[src/rtl/cpu_step_ctrl.sv]
// cpu_step_ctrl: clean single-step / auto-run clock for a pipelined CPU,
// fed by a debounced push button or a selectable-rate period timer.
module cpu_step_ctrl #(
    parameter int DEBOUNCE_CYCLES = 1000000,
    parameter int HIGH_CYCLES     = 4,
    parameter int LOW_CYCLES      = 4,
    parameter int PERIOD_BASE     = 65536
) (
    input  logic        clk,
    input  logic        reset,
    input  logic        btn_step,
    input  logic        run_en,
    input  logic [1:0]  rate_sel,
    input  logic        halt,
    input  logic        cnt_clr,
    output logic        cpu_clk,
    output logic [15:0] step_cnt,
    output logic        busy,
    output logic        btn_db
);
    localparam int DW = $clog2(DEBOUNCE_CYCLES + 1);
    localparam int PW = $clog2(PERIOD_BASE * 64 + 1);
    localparam int TW = $clog2((HIGH_CYCLES > LOW_CYCLES ? HIGH_CYCLES : LOW_CYCLES) + 1);

    typedef enum logic [1:0] {IDLE, HIGH, LOW} state_t;

    state_t        state, state_n;
    logic          sync0, sync1, db_q;
    logic [DW-1:0] db_cnt;
    logic [PW-1:0] pcnt, period;
    logic [1:0]    rate_q;
    logic [TW-1:0] tcnt;
    logic          pend, pend_auto, pend_n, pend_auto_n;
    logic          run, man_req, auto_req, req, pend_eff, phase_end, enter_high;

    // 3 - rate_sel is simply ~rate_sel on two bits; shift by twice that
    assign period     = PW'(PERIOD_BASE) << {~rate_sel, 1'b0};
    assign run        = run_en && !halt && rate_sel == rate_q;
    assign auto_req   = run && pcnt == period - PW'(1);
    assign man_req    = btn_db && !db_q && !run_en;
    assign req        = man_req || auto_req;
    assign pend_eff   = pend && !(halt && pend_auto);
    assign phase_end  = tcnt == TW'((state == HIGH ? HIGH_CYCLES : LOW_CYCLES) - 1);
    assign enter_high = state_n == HIGH && state != HIGH;

    always_ff @(posedge clk or negedge reset) begin
        if (!reset) begin
            sync0  <= 1'b0;
            sync1  <= 1'b0;
            db_q   <= 1'b0;
            btn_db <= 1'b0;
            db_cnt <= '0;
            rate_q <= 2'd0;
            pcnt   <= '0;
        end else begin
            sync0  <= btn_step;
            sync1  <= sync0;
            db_q   <= btn_db;
            rate_q <= rate_sel;
            if (sync1 == btn_db) begin
                db_cnt <= '0;
            end else if (db_cnt == DW'(DEBOUNCE_CYCLES - 1)) begin
                db_cnt <= '0;
                btn_db <= sync1;
            end else begin
                db_cnt <= db_cnt + DW'(1);
            end
            pcnt <= (!run || auto_req) ? '0 : pcnt + PW'(1);
        end
    end

    // a request seen in the last LOW cycle starts the next pulse directly
    always_comb begin
        state_n = state;
        case (state)
            IDLE:    state_n = (req || pend_eff) ? HIGH : IDLE;
            HIGH:    state_n = phase_end ? LOW : HIGH;
            LOW:     state_n = phase_end ? ((req || pend_eff) ? HIGH : IDLE) : LOW;
            default: state_n = IDLE;
        endcase
    end

    assign pend_n      = enter_high ? 1'b0 : pend_eff || (req && state != IDLE);
    assign pend_auto_n = pend_eff ? pend_auto : !man_req;

    always_ff @(posedge clk or negedge reset) begin
        if (!reset) begin
            state     <= IDLE;
            tcnt      <= '0;
            pend      <= 1'b0;
            pend_auto <= 1'b0;
            cpu_clk   <= 1'b0;
            busy      <= 1'b0;
            step_cnt  <= 16'd0;
        end else begin
            state     <= state_n;
            tcnt      <= (state_n != state) ? '0 : tcnt + TW'(1);
            pend      <= pend_n;
            pend_auto <= pend_auto_n;
            cpu_clk   <= state_n == HIGH;
            busy      <= state_n != IDLE;
            step_cnt  <= cnt_clr ? 16'd0 : step_cnt + 16'(enter_high);
        end
    end
endmodule
[config.mk]
export PLATFORM = sky130hd
export DESIGN_NAME = cpu_step_ctrl
export DESIGN_NICKNAME = d
export VERILOG_FILES = /design/src/rtl/cpu_step_ctrl.sv
export SDC_FILE = /design/constraint.sdc
export NUM_CORES = 1
export LEC_CHECK = 0
export BUFFER_PORTS_ARGS = -buffer_cell sky130_fd_sc_hd__buf_2
export CORE_ASPECT_RATIO = 0.6
export CORE_MARGIN = 10
export CORE_UTILIZATION = 55
export DETAILED_ROUTE_END_ITERATION = 8
export HOLD_SLACK_MARGIN = 0.06
export PLACE_DENSITY = 0.74
export RECOVER_POWER = 100
export SLEW_MARGIN = 30
export SYNTH_ARGS = -nofsm -noshare
export SYNTH_HDL_FRONTEND = slang
export SYNTH_SLANG_ARGS = --single-unit
[constraint.sdc]
create_clock -name clk -period 9.1 [get_ports clk]
set_input_delay 1.365 -clock clk [delete_from_list [all_inputs] [get_ports clk]]
set_output_delay 1.365 -clock clk [all_outputs]
set_load 0.02 [all_outputs]
==> results of run 1 <==
-- layout make-up --
cell class | count | area, µm²
Sequential cell | 74 | 1852
Timing Repair Buffer | 26 | 101.3
Fill cell | 558 | 2303
Inverter | 7 | 26.28
Clock inverter | 3 | 40.04
Multi-Input combinational cell | 263 | 1648
Tap cell | 84 | 105.1
Clock buffer | 12 | 145.1
-- worst max path at each step --
stage / endpoint / from / slack [ns] / cells past startpoint
global route: step_cnt[2]$_DFF_PN0_ / reset / 3.83 / 1
finish: step_cnt[15]$_DFF_PN0_ / rate_sel[1] / 4.37 / 14
global placement: step_cnt[15]$_DFF_PN0_ / rate_sel[1] / 4.42 / 14
CTS: step_cnt[15]$_DFF_PN0_ / rate_sel[1] / 4.61 / 14
floorplan: step_cnt[13]$_DFF_PN0_ / rate_sel[1] / 4.78 / 13
detailed placement: step_cnt[15]$_DFF_PN0_ / rate_sel[1] / 4.24 / 14
-- cells by family after synthesis --
kind of cell / Yosys count
XOR/XNOR: 53
buffers and inverters: 16
AO/OA/AOI/OAI: 25
flip-flops: 74
adder cells (fa/ha/maj): 7
AND/OR/NAND/NOR: 176
multiplexers: 2
-- per-stage QoR --
step | std cells | setup slack [ns]
finish | 469 | 4.369
global route | 469 | 3.827
CTS | 469 | 4.610
detailed placement | 454 | 4.240
global placement | 454 | 4.417
floorplan | 353 | 4.783
-- synth_stat cells, drive strengths merged --
cell type | number | area (µm²)
dfrtp | 74 | 1852
nor2 | 58 | 217.7
xor2 | 33 | 289.0
nand2 | 26 | 100.1
nand3 | 22 | 110.1
xnor2 | 20 | 175.2
and3 | 17 | 108.9
nand4 | 13 | 81.33
nor3 | 10 | 50.05
clkbuf | 8 | 30.03
a21oi | 7 | 35.03
ha | 7 | 87.58
inv | 7 | 26.28
nor4 | 6 | 58.80
o21ai | 5 | 28.77
a22oi | 3 | 27.52
and4 | 3 | 26.28
nand2b | 3 | 18.77
nand4b | 3 | 26.28
or3 | 3 | 23.77
and2 | 2 | 13.77
nor2b | 2 | 12.51
nor3b | 2 | 15.01
o21a | 2 | 15.01
or4 | 2 | 18.77
a211oi | 1 | 12.51
a21boi | 1 | 7.510
a21o | 1 | 7.510
a311oi | 1 | 8.760
and4b | 1 | 10.01
buf | 1 | 7.510
mux2 | 1 | 11.26
mux2i | 1 | 10.01
nand4bb | 1 | 11.26
nor4bb | 1 | 10.01
o2111ai | 1 | 8.760
o22ai | 1 | 6.260
o31ai | 1 | 7.510
o41ai | 1 | 8.760
or2b | 1 | 7.510
-- metal layers --
metal | wire length (µm) | part of all wire
met1 | 3831 | 0.54
met2 | 2802 | 0.39
met3 | 446 | 0.062
met4 | 76 | 0.011
met5 | 0 | 0
-- registers in the layout, summed over array words and instances, names as in the netlist --
name       count
pcnt          23
sync1          1
tcnt           3
rate_q         2
btn_db         1
pend           1
sync0          1
db_q           1
busy           1
step_cnt      16
db_cnt        20
cpu_clk        1
state          2
pend_auto      1
-- worst max-delay path, stage by stage --
cell	delay, ns
clkbuf_1	0.24
or2b_1	0.27
ha_1	0.28
xnor2_1	0.12
nor3_1	0.18
o21ai_0	0.23
or4_1	0.64
a21oi_1	0.23
ha_1	0.23
nand3_1	0.18
nor4_1	0.59
nand3_1	0.18
xor2_1	0.16
nor2_1	0.05
-- power groups by stage --
stage                     clock network, mW  logic [mW]  registers [mW]
final                                 0.248      0.0266           0.339
after global placement                    0      0.0274           0.345
after CTS                             0.254      0.0282           0.339
after detailed placement                  0      0.0284           0.345
after floorplan                           0      0.0154           0.345
after global routing                  0.270      0.0309           0.340
==> impl_metrics.ini, run 1 <==
[status]
outcome = finished with violations
violations = capacitance limit, slew limit

[clocking]
cts_resized = 0
cts-hold-fix-buffers = 0
clock_latency_ns = 0.35
clockBufferDepth = 2
cts_root_buffer = clkbuf_8
post_cts_buffers = 0
cts.sinks = 74
clk_pin_slew_ns = 0.07
htreeDepth = 3
cts_made_buffers = 9
cts_tree = done

[global_routing]
top_usage_layer = met1
overflow = 0
antenna_found_initial = 0
gr-usage-met3 = 0.06170
use_met1 = 0.2117
grtUsageMet2 = 0.2002
first_global_vias = 2542
grt_pass1_wl_um = 12590
grt_max_degree = 75
grt_usage = 0.1499

[pwr]
power_frac_clock = 0.404
internal-power_uw = 475.9
combPwrFrac = 0.043
p_sw_frac = 0.2242
p_seq_frac = 0.553
p_switching_uw = 137.5
p_per_area_nw_per_um2 = 156.6
total_power_uw = 613.5
ir_worst_vdd_mv = 0.1182
p_leak_nw = 1.711

[worst_setup_path]
reg2reg_to = step_cnt[15]$_DFF_PN0_
criticalPathCategory = in -> reg
reg2regPathDepth = 11
critical_path.max_fanout = 8
startpoint_type = input port
crit_arrival_ns = 4.96
cp.required_ns = 9.33
endpoint_kind = flip-flop
r2r_setup_slack_ns = 5.38
r2r_start = pcnt[17]$_DFF_PN0_

[die]
fp.dieArea_um2 = 10250
dieHeight_um = 82.53
coreArea_um2 = 6221
ios = 27
fp-row-count = 22
die_x_um = 124.2
start_util = 0.5760

[sta]
hold_viol = 0
worstMarginPinSlew_ns = 3.843
rsz0062_at_grt = no
fmax_ghz = 0.2114
tns_ns = 0
finClkSkew_ns = 0.008115
relSlewSlack = -1.562
whs_ns = 0.3550
maxSlewViolCount = 75
finalSetupViolCount = 0
min_period_ns = 4.731
fin_crit_sh = 0.5198

[detailed_routing]
drt-initial-drc-count = 124
drc_errors = 0
ant_nets = 0
drt_first_pass_iters = 4
num_vias = 2612
avgRoutedWirePerCell_um = 15.26
wl_um = 7157
via_per_inst = 5.569

[synth]
synthCells = 353
ys_seq_area_frac = 0.5168
synth.avg_cell_area_um2 = 10.15
yosys_warnings = 0
synth_area_um2 = 3583
synth_xor_area_frac = 0.1295
syn-num-nets = 368
netlist-cell-type-count = 50
synth_simple_gate_area_frac = 0.2570
synth.mux.area_fraction = 0.005936
synth_top_family_by_area = simple AND/OR/NAND/NOR gates
synth-seq-cells = 74
synth_fa_ha_area_frac = 0.02444
synth_compound_area_frac = 0.04853

[finish]
drive_gt1_frac = 0.05974
layout_common_cells = dfrtp_1 (74), nor2_1 (58), xor2_1 (33), nand2_1 (26), clkbuf_1 (25)
fin_nets = 396
finish.utilization = 0.6297
n_antenna_cell = 0
area_growth_pct = 9.323
final_area_um2 = 3918
final_common_cell = dfrtp_1

[job]
maxCapViolations = 1

[placed_design]
gp_congestion = 0.8223
portBuffers = 26
dp_hpwl_um = 4886
dpl_cell_area_um2 = 3784

[hold_path]
hold_depth = 0
hold_end = sync1$_DFF_PN0_
hp-start = sync0$_DFF_PN0_
hold_path.class = reg -> reg
Power figures use the tool's default switching activity.
==> run 2, diff against run 1 <==
Settings changed: CORE_UTILIZATION 55 to 54, PLACE_DENSITY 0.74 to 0.76.
Clock period 9.1 ns to 3.8 ns, I/O delays scaled along.
==> impl_metrics.ini, run 2 (synthesis gave the netlist of run 1 again) <==
[hold_path]
hold_path.class = in -> reg
hold_depth = 1
hold_end = sync0$_DFF_PN0_
hp-start = btn_step

[sta]
whs_ns = 0.3311
finalSetupViolCount = 0
worstMarginPinSlew_ns = 1.762
fin_crit_sh = 0.9142
min_period_ns = 3.474
tns_ns = 0
relSlewSlack = -0.1744
finClkSkew_ns = 0.01541
maxSlewViolCount = 75
fmax_ghz = 0.2878
hold_viol = 0
rsz0062_at_grt = no

[detailed_routing]
avgRoutedWirePerCell_um = 15.23
drt-initial-drc-count = 251
drt_first_pass_iters = 4
via_per_inst = 5.556
ant_nets = 0
drc_errors = 0
wl_um = 7265
num_vias = 2650

[finish]
num-fill-cells = 536
layout_common_cells = dfrtp_1 (74), nor2_1 (58), xor2_1 (33), nand2_1 (26), clkbuf_1 (23)
n_antenna_cell = 0
largest_reg_flops = 23
max_flop_register = pcnt
fin_nets = 404
drive_gt1_frac = 0.08397
reg.largest.list = pcnt x23, db_cnt x20, step_cnt x16
final_common_cell = dfrtp_1
area_growth_pct = 11.28

[worst_setup_path]
reg2reg_to = step_cnt[13]$_DFF_PN0_
r2r_start = pcnt[16]$_DFF_PN0_
critPathBufInv = 2
crit_arrival_ns = 3.72
critical_path.max_fanout = 5
startpoint_type = input port
cp_cell_sequence = clkbuf_1 -> or2b_1 -> ha_1 -> xnor2_1 -> nor3_1 -> o21ai_0 -> or4_4 -> a21oi_1 -> ha_1 -> nand3_1 -> nor4_1 -> buf_4 -> nand3_1 -> xor2_1 -> nor2_1
endpoint_kind = flip-flop
cp.required_ns = 4.04
critPathMaxStageDelay_ns = 0.61
criticalPathCategory = in -> reg
cpLargestDelayFamily = simple AND/OR/NAND/NOR gates
reg2regPathDepth = 12
crit_slowest_cell = or4_4
r2r_setup_slack_ns = 0.40

[die]
fp-row-count = 22
dieHeight_um = 83.10
coreArea_um2 = 6276
start_util = 0.5710
fp.dieArea_um2 = 10400
die_x_um = 125.2
ios = 27

[clocking]
clk_pin_slew_ns = 0.07
cts.sinks = 74
cts_root_buffer = clkbuf_8
clockBufferDepth = 2
cts-hold-fix-buffers = 0
post_cts_buffers = 0
cts_resized = 0
htreeDepth = 3
cts_made_buffers = 9
cts_tree = done
clock_latency_ns = 0.36

[global_routing]
overflow = 0
grt_usage = 0.1472
grt_max_degree = 75
antenna_found_initial = 0
grt_pass1_wl_um = 12720
first_global_vias = 2612

[status]
violations = capacitance limit, slew limit
outcome = finished with violations

[job]
maxCapViolations = 1

[pwr]
p_leak_nw = 1.738
ir_worst_vdd_mv = 0.2815
p_per_area_nw_per_um2 = 387.1

[placed_design]
dp_hpwl_um = 5095
gp_congestion = 0.8346
portBuffers = 26
==> run 2: cell types whose count changed in the layout (fill, tap and decap cells not counted), sizes merged <==
| cell | previous run | this run |
|---|---|---|
| buf | 3 | 10 |
| clkinvlp | 0 | 2 |
| clkbuf | 35 | 33 |
| bufinv | 1 | 2 |
==> run 2: metal layers <==
metal / track usage / part of all wire
met2: 0.2020 / 0.42
met5: 0 / 0
met4: 0.04348 / 0.013
met1: 0.2053 / 0.50
met3: 0.06028 / 0.064
==> run 2: worst max path at each step <==
stage	depth (start not counted)	slack, ns	startpoint	to
3_5_place_dp	15	0.10	rate_sel[1]	step_cnt[9]$_DFF_PN0_
6_report	15	0.33	rate_sel[1]	step_cnt[13]$_DFF_PN0_
5_1_grt	15	0.14	rate_sel[1]	step_cnt[9]$_DFF_PN0_
3_3_place_gp	15	0.17	rate_sel[0]	step_cnt[15]$_DFF_PN0_
4_1_cts	15	0.47	rate_sel[1]	step_cnt[13]$_DFF_PN0_
2_1_floorplan	13	0.28	rate_sel[1]	step_cnt[13]$_DFF_PN0_
==> run 2: power breakdown <==
part / switching [mW] / internal, mW
Combinational: 0.0442 / 0.0216
Clock: 0.299 / 0.367
Sequential: 0.00800 / 0.804
Total: 0.351 / 1.19
==> run 2: layout make-up <==
| type | count | area [µm²] | area share |
|---|---|---|---|
| Clock inverter | 6 | 92.59 | 0.02322 |
| Inverter | 7 | 26.28 | 0.006589 |
| Tap cell | 84 | 105.1 | 0.02636 |
| Multi-Input combinational cell | 263 | 1637 | 0.4104 |
| Clock buffer | 9 | 123.9 | 0.03106 |
| Sequential cell | 74 | 1852 | 0.4644 |
| Timing Repair Buffer | 34 | 151.4 | 0.03797 |
==> run 2: metrics by stage <==
step	utilization	power, mW	setup slack [ns]	std cells	area (µm²)
4_1_cts	0.6465	1.565	0.4691	477	4058
2_1_floorplan	-	0.8627	0.2783	353	3583
6_report	0.6354	1.544	0.3260	477	3988
5_1_grt	0.6354	1.617	0.1382	477	3988
3_5_place_dp	0.6120	0.8963	0.1030	462	3841
3_3_place_gp	0.6120	0.8936	0.1718	462	3841
